--- src/rtl/message_scheduler.sv ---
// Fetches one 512-bit block as 16 words, then streams SHA-256 schedule W0..W63 (W0 valid 1 cycle after last capture).
// Backpressure: while w_ready is low, w_out/round/w_valid hold and the buffer is not written.
module message_scheduler (
  input  logic        clk,
  input  logic        rst_n,
  input  logic        start,
  input  logic        abort,
  input  logic [31:0] word_data,
  input  logic        word_valid,
  output logic        req_word,
  output logic [3:0]  word_address,
  output logic [31:0] w_out,
  output logic        w_valid,
  input  logic        w_ready,
  output logic [5:0]  round,
  output logic        busy,
  output logic        block_done
);

  localparam logic [1:0] IDLE   = 2'd0;
  localparam logic [1:0] FETCH  = 2'd1;
  localparam logic [1:0] STREAM = 2'd2;

  logic [1:0]  state;
  logic [31:0] msg_buf [16];
  logic [3:0]  rd;
  logic [31:0] sched;
  logic [31:0] next_w;
  logic        xfer;
  logic        capture;

  function automatic logic [31:0] sig0(input logic [31:0] x);
    return {x[6:0], x[31:7]} ^ {x[17:0], x[31:18]} ^ (x >> 3);
  endfunction

  function automatic logic [31:0] sig1(input logic [31:0] x);
    return {x[16:0], x[31:17]} ^ {x[18:0], x[31:19]} ^ (x >> 10);
  endfunction

  // With round = t, the buffer holds W[t-15..t]; these taps give W[t+1] from
  // W[t-1], W[t-6], W[t-14] and W[t-15] (the slot about to be overwritten).
  always_comb begin
    rd     = round[3:0];
    sched  = sig1(msg_buf[rd - 4'd1]) + msg_buf[rd - 4'd6]
           + sig0(msg_buf[rd + 4'd2]) + msg_buf[rd + 4'd1];
    next_w = (round < 6'd15) ? msg_buf[rd + 4'd1] : sched;
  end

  assign capture = (state == FETCH) && word_valid && !abort;
  assign xfer    = (state == STREAM) && w_valid && w_ready && !abort;
  assign busy    = (state != IDLE);

  always_ff @(posedge clk) begin
    if (capture) begin
      msg_buf[word_address] <= word_data;
    end else if (xfer && (round >= 6'd15) && (round != 6'd63)) begin
      msg_buf[rd + 4'd1] <= sched;
    end
  end

  always_ff @(posedge clk or negedge rst_n) begin
    if (!rst_n) begin
      state        <= IDLE;
      req_word     <= 1'b0;
      word_address <= 4'd0;
      w_out        <= 32'd0;
      w_valid      <= 1'b0;
      round        <= 6'd0;
      block_done   <= 1'b0;
    end else begin
      block_done <= 1'b0;
      if (abort) begin
        state        <= IDLE;
        req_word     <= 1'b0;
        word_address <= 4'd0;
        w_out        <= 32'd0;
        w_valid      <= 1'b0;
        round        <= 6'd0;
      end else begin
        case (state)
          IDLE: begin
            if (start) begin
              state        <= FETCH;
              req_word     <= 1'b1;
              word_address <= 4'd0;
            end
          end
          FETCH: begin
            if (word_valid) begin
              if (word_address == 4'd15) begin
                // Word 0 is already buffered, so W0 can be presented right away.
                state        <= STREAM;
                req_word     <= 1'b0;
                word_address <= 4'd0;
                w_out        <= msg_buf[0];
                round        <= 6'd0;
                w_valid      <= 1'b1;
              end else begin
                word_address <= word_address + 4'd1;
              end
            end
          end
          STREAM: begin
            if (w_ready) begin
              if (round == 6'd63) begin
                state      <= IDLE;
                w_valid    <= 1'b0;
                round      <= 6'd0;
                block_done <= 1'b1;
              end else begin
                w_out <= next_w;
                round <= round + 6'd1;
              end
            end
          end
          default: state <= IDLE;
        endcase
      end
    end
  end

endmodule

--- config.mk ---
export PLATFORM = sky130hd
export DESIGN_NAME = message_scheduler
export DESIGN_NICKNAME = d
export VERILOG_FILES = /design/src/rtl/message_scheduler.sv
export SDC_FILE = /design/constraint.sdc
export NUM_CORES = 1
export LEC_CHECK = 0
export ABC_CLOCK_PERIOD_IN_PS = 23300
export CORE_UTILIZATION = 51
export CTS_CLUSTER_DIAMETER = 80
export CTS_CLUSTER_SIZE = 12
export DETAILED_ROUTE_END_ITERATION = 6
export PLACE_DENSITY = 0.68
export SLEW_MARGIN = 10
export SYNTH_ARGS = -nofsm -noshare
export SYNTH_HDL_FRONTEND = slang
export SYNTH_SLANG_ARGS = --single-unit
--- constraint.sdc ---
create_clock -name clk -period 23.3 [get_ports clk]
set_input_delay 3.495 -clock clk [delete_from_list [all_inputs] [get_ports clk]]
set_output_delay 3.495 -clock clk [all_outputs]
set_load 0.1 [all_outputs]
# ---- Word-level counts from Yosys, hierarchy flattened
# Memories as Yosys holds them, arrays and structs flattened.
# Cells that the tools add are included.
# W data, S select, Z words.
dict set report word_totals {
  reg_bits 47
  ramBits 512
  input_bits 38
  out_inout_bits 46
  wordCells 101
  memories 1
}
# name words word_bits read_ports rd_ports_with_merged_regs write_ports line_no
set mem_list {}
lappend mem_list {msg_buf 16 32 5 0 1 25} ;# logic [31:0] msg_buf [16];
dict set report op_classes {
  add_sub_neg 9
  n_lt_le_gt_ge 2
  eq_ne 11
  muxes 48
  bitwise_logic 4
  n_reduce_logical 19
}
# cell count
set op_table {}
lappend op_table {{$mux W32} 7}
lappend op_table {{$add A32 B32 Y32} 3}
lappend op_table {{$pmux W32 S2} 1}
lappend op_table {{$xor A32 B32 Y32} 2}
lappend op_table {{$reduce_or A32 Y1} 1}
lappend op_table {{$xor A32 B22 Y32} 1}
lappend op_table {{$xor A32 B29 Y32} 1}
lappend op_table {{$mux W6} 5}
lappend op_table {{$mux W4} 5}
lappend op_table {{$mux W1} 19}
lappend op_table {{$reduce_and A5 Y1} 3}
lappend op_table {{$mux W2} 6}
lappend op_table {{$ne A3 B3 Y1 const B} 4}
lappend op_table {{$pmux W6 S2} 1}
lappend op_table {{$add A4 B1 Y4 const B} 2}
lappend op_table {{$pmux W4 S2} 1}
lappend op_table {{$reduce_and A4 Y1} 2}
lappend op_table {{$logic_and A1 B1 Y1} 7}
lappend op_table {{$add A6 B1 Y6 const B} 1}
lappend op_table {{$eq A6 B6 Y1 const B} 1}
lappend op_table {{$ge A6 B4 Y1 const B} 1}
lappend op_table {{$lt A6 B4 Y1 const B} 1}
lappend op_table {{$ne A3 B2 Y1 const B} 2}
lappend op_table {{$ne A6 B6 Y1 const B} 1}
lappend op_table {{13 further kinds} 15}

# ---- Depth between registers and ports, before layout
# An unclocked memory read counts as a cell.
dict set report depth {
  depth_word 12
  mapped_depth 31
  mapped_depth_nobuf 23
}

# ---- Least setup slack after synthesis
# OpenSTA, ideal clock, no wires.
dict set report synth_timing {
  path_kind {flip-flop to flip-flop}
  start {register round[0]}
  end {memory msg_buf[0][24] (data pin)}
  setup_ns 0.341
  arrival_ns 9.192
  setup_slack_ns 13.767
  stages_incl_launch_ff 30
  n_path_buf 11
  period_less_slack_ns 9.533
  cell_sequence {dfrtp_1 > buf_6 > buf_2 > buf_2 > buf_2 > buf_2 > buf_2 > inv_1 > ha_1 > buf_2 > clkbuf_1 > buf_1 > clkbuf_1 > clkbuf_1 > mux4_2 > mux4_2 > xnor2_1 > fa_1 > inv_1 > fa_1 > inv_1 > ha_1 > a21o_1 > a21oi_1 > a211oi_1 > a211oi_1 > a21oi_1 > a211oi_1 > o31ai_1 > o31ai_1}
}
dict set report synth_between {
  elab_chain_len 8
}
# element line_no
set synth_lines {}
lappend synth_lines {{start, declared} 15} ;# output logic [5:0] round,
lappend synth_lines {{start signal, assigned} 112} ;# round <= round + 6'd1;
lappend synth_lines {{$sub A4 B1 Y4 or $ge A6 B4 Y1 (tied branches)} {44, 56}}
lappend synth_lines {{$mem_v2 Z16 W32 or $logic_and A1 B1 Y1 (tied branches)} n/a}
lappend synth_lines {{$xor A32 B32 Y32 or $logic_and A1 B1 Y1 (tied branches)} {37, 56}}
lappend synth_lines {{$xor A32 B22 Y32 or $mux W1 (tied branches)} {37, 56}}
lappend synth_lines {{$add A32 B32 Y32 or $mux W1 (tied branches)} {44, 54}}
lappend synth_lines {{$add A32 B32 Y32 or $mux W1 (tied branches)} {45, 57}}
lappend synth_lines {{$add A32 B32 Y32 or $reduce_or A32 Y1 (tied branches)} n/a}
lappend synth_lines {{$mux W32 (no line) *} n/a}
lappend synth_lines {{end, declared} 25}
# Every way passes the cells marked *; elsewhere a longest branch is shown, timed or not.

# ---- Worst setup path in the final report
dict set report layout_timing {
  start {register round[1]}
  end {memory msg_buf[10][20] (data pin)}
}
# Same word-level chain as after synthesis.

==> results.toml <==
[timing]
finalCritPeriodShare_pct = 43.4
hold_violations = 0
fmax_ghz = 0.0988
period_needed_ns = 10.12
setup_viol = 0
fin_hold_ws_ns = 0.478
max-slew-margin-rel_pct = 14.1
clock_skew_ns = 0.0314
tightest_slew_ns = 1.28
drv_slew = 0
final.setup.tns_ns = 0
rsz0062_at_grt = "false"

[critical_path]
cp.arrival_ns = 10.43
cp_slowest_stage_delay_ns = 0.87
worstRegToRegCells = 22
critical_path_buf_inv_count = 6
cp_cell_sequence = "inv_1, ha_4, buf_4, buf_12, buf_4, mux4_2, mux4_2, xnor2_1, xnor2_1, fa_1, inv_1, fa_1, inv_1, ha_1, a21oi_1, o21ai_0, a21o_1, a211oi_1, a21oi_1, a211oi_1, xor2_1, o21ai_1"
timing.rr.end = "msg_buf[10][20]$_DFFE_PP_"
critPathSlowestCell = "dfrtp_4"
critPathMaxFanout = 107
cpMostUsedCell = "inv_1"
path_delay_family = "compound AO/OA/AOI/OAI gates"
worstSetupEndpointType = "register"
startpoint_type = "register"
r2r_start = "round[1]$_DFFE_PN0P_"
reg2reg_slack_ns = 13.18
crit_type = "register to register"
required_ns = 23.61

[logic_synthesis]
syn-mean-instance-area_um2 = 13.9
ys_seq_area_share_pct = 48.1
ys_ff_latch = 559
synthFlopType = "edfxtp_1"
ys_warn_count = 0
synth.distinct_cells = 63
syn_nets = 2613
netlist_instances = 2476
synth-edff-count = 512
syn_area_um2 = 34400
synthArstFlopShare_pct = 8.41

[clocking]
cts_tree = "done"
path_clk_slew_ns = 0.07
cts_made_buffers = 55
cts_hold_buf = 0
cts-root-buf = "clkbuf_16"
clock_latency_ns = 0.64
cts_sinks = 559
htreeDepth = 2
cts_resized = 0
cts_buffer_depth = 3
postCtsSetupBuffers = 0

[placement]
post-dp-hpwl_um = 78900
gp_congestion = 1.04
dp_cells = 3337
io_buffers = 83

[floorplan]
die_x_um = 262
die_y_um = 262
io_pins = 84
core_region_area_um2 = 66300
row_count = 94
initial_utilization_pct = 51.9
dieArea_um2 = 68600

[drt]
first_pass_iters = 5
viasPerCell = 6.94
num_vias = 23723
avgRoutedWirePerCell_um = 33.9
drt-initial-drc-count = 3444
drc = 0
drt_wl_total_um = 116000
ant_nets = 0

[global_routing]
grt_max_degree = 135
grt.total_usage_pct = 34.4
grt-ovfl-total = 0
grt_pass1_vias = 22918
antenna_found_initial = 5
grt_pass1_wl_um = 166000

[finish]
mostFrequentLayoutCells = "edfxtp_1, mux4_2, nand2_1, nor2_1, o21ai_0"
antenna_cells = 0
fin_cells = 3417
final_common_cell = "edfxtp_1"
drive_gt1_share_pct = 23.5
final_nets = 2667
syn2layout_area_growth_pct = 10.8

[hold_path]
whs_path_depth = 2
min_path_type = "register to register"
hold_start = "w_out[0]$_DFFE_PN0P_"
holdPathEnd = "w_out[0]$_DFFE_PN0P_"

[run]
cap_violations = 0

[outcome]
status = "finished, final reports clean"
synthesized netlist by cell type (8+ instances only):
master | n | share of area [%]
a21o_1 | 11 | 0.24
nor3_1 | 17 | 0.25
clkbuf_1 | 108 | 1.2
nand3_1 | 22 | 0.32
o31ai_1 | 11 | 0.24
nor2b_1 | 8 | 0.15
nor2_1 | 178 | 1.9
buf_1 | 22 | 0.24
ha_1 | 37 | 1.3
a221oi_1 | 15 | 0.38
xnor2_1 | 95 | 2.4
nand2_1 | 239 | 2.6
buf_2 | 32 | 0.47
a21oi_1 | 126 | 1.8
xor2_1 | 47 | 1.2
mux4_1 | 10 | 0.76
a31oi_1 | 13 | 0.24
mux2i_1 | 95 | 2.8
dfrtp_1 | 47 | 3.4
o21ai_0 | 165 | 2.4
mux4_2 | 328 | 21
o21a_1 | 8 | 0.17
edfxtp_1 | 512 | 45
inv_1 | 101 | 1.1
mux2_2 | 84 | 2.7
fa_1 | 62 | 3.6
area by class of cell:
type	count	area, um^2
multi-input cells	1651	17100
repair buffers	161	1460
fillers	5256	28200
flip-flops and latches	559	16600
clock buffers	73	1440
inverters	102	383
clock inverters	7	97.6
well taps	864	1080
worst min-delay path: cells and delay by family (launching register included):
family,cells,cell delay (ns)
flops,1,0.34
simple gates,1,0.05
compound gates,1,0.06
metal layers:
layer	track usage, %	vias to the layer above	wire (um)
li1	-	9666	-
met1	49.8	12251	46300
met2	51.2	1569	51900
met3	7.82	237	13100
met4	12.7	0	4640
met5	0	-	0
state kept, by name, indices dropped and copies added (netlist names):
name and flops:
word_address 4, block_done 1, req_word 1, msg_buf 512, round 6, w_valid 1, state 2, w_out 32
kinds of logic after synthesis:
kind of cell / count (synthesis) / synth area share [%]
flip-flops: 559 / 48.1
multiplexers: 517 / 27.7
AND/OR/NAND/NOR: 502 / 6.00
AO/OA/AOI/OAI: 389 / 6.47
buffers and inverters: 266 / 3.08
XOR/XNOR: 144 / 3.72
adder cells (fa/ha/maj): 99 / 4.95
how the worst max path moves through the flow:
| stage | cells after the start | slack [ns] | startpoint | endpoint |
|---|---|---|---|---|
| floorplan | 29 | 13.77 | round[0]$_DFFE_PN0P_ | msg_buf[0][24]$_DFFE_PP_ |
| global placement | 22 | 13.06 | round[1]$_DFFE_PN0P_ | msg_buf[12][20]$_DFFE_PP_ |
| detailed placement | 23 | 12.78 | round[1]$_DFFE_PN0P_ | msg_buf[5][27]$_DFFE_PP_ |
| CTS | 22 | 12.78 | round[1]$_DFFE_PN0P_ | msg_buf[8][20]$_DFFE_PP_ |
| global route | 22 | 12.59 | round[1]$_DFFE_PN0P_ | msg_buf[10][20]$_DFFE_PP_ |
| finish | 22 | 13.18 | round[1]$_DFFE_PN0P_ | msg_buf[10][20]$_DFFE_PP_ |
through the flow:
step / area, um^2 / util, % / setup WS [ns]
after floorplan: 34400 / - / 13.77
after global placement: 36600 / 55.2 / 13.06
after detailed placement: 36600 / 55.2 / 12.78
after CTS: 38200 / 57.5 / 12.78
after global routing: 38200 / 57.5 / 12.59
final: 38200 / 57.5 / 13.18
Power is not shown: default switching activity piles up to over one toggle a cycle in this logic, so the estimate is an artifact.
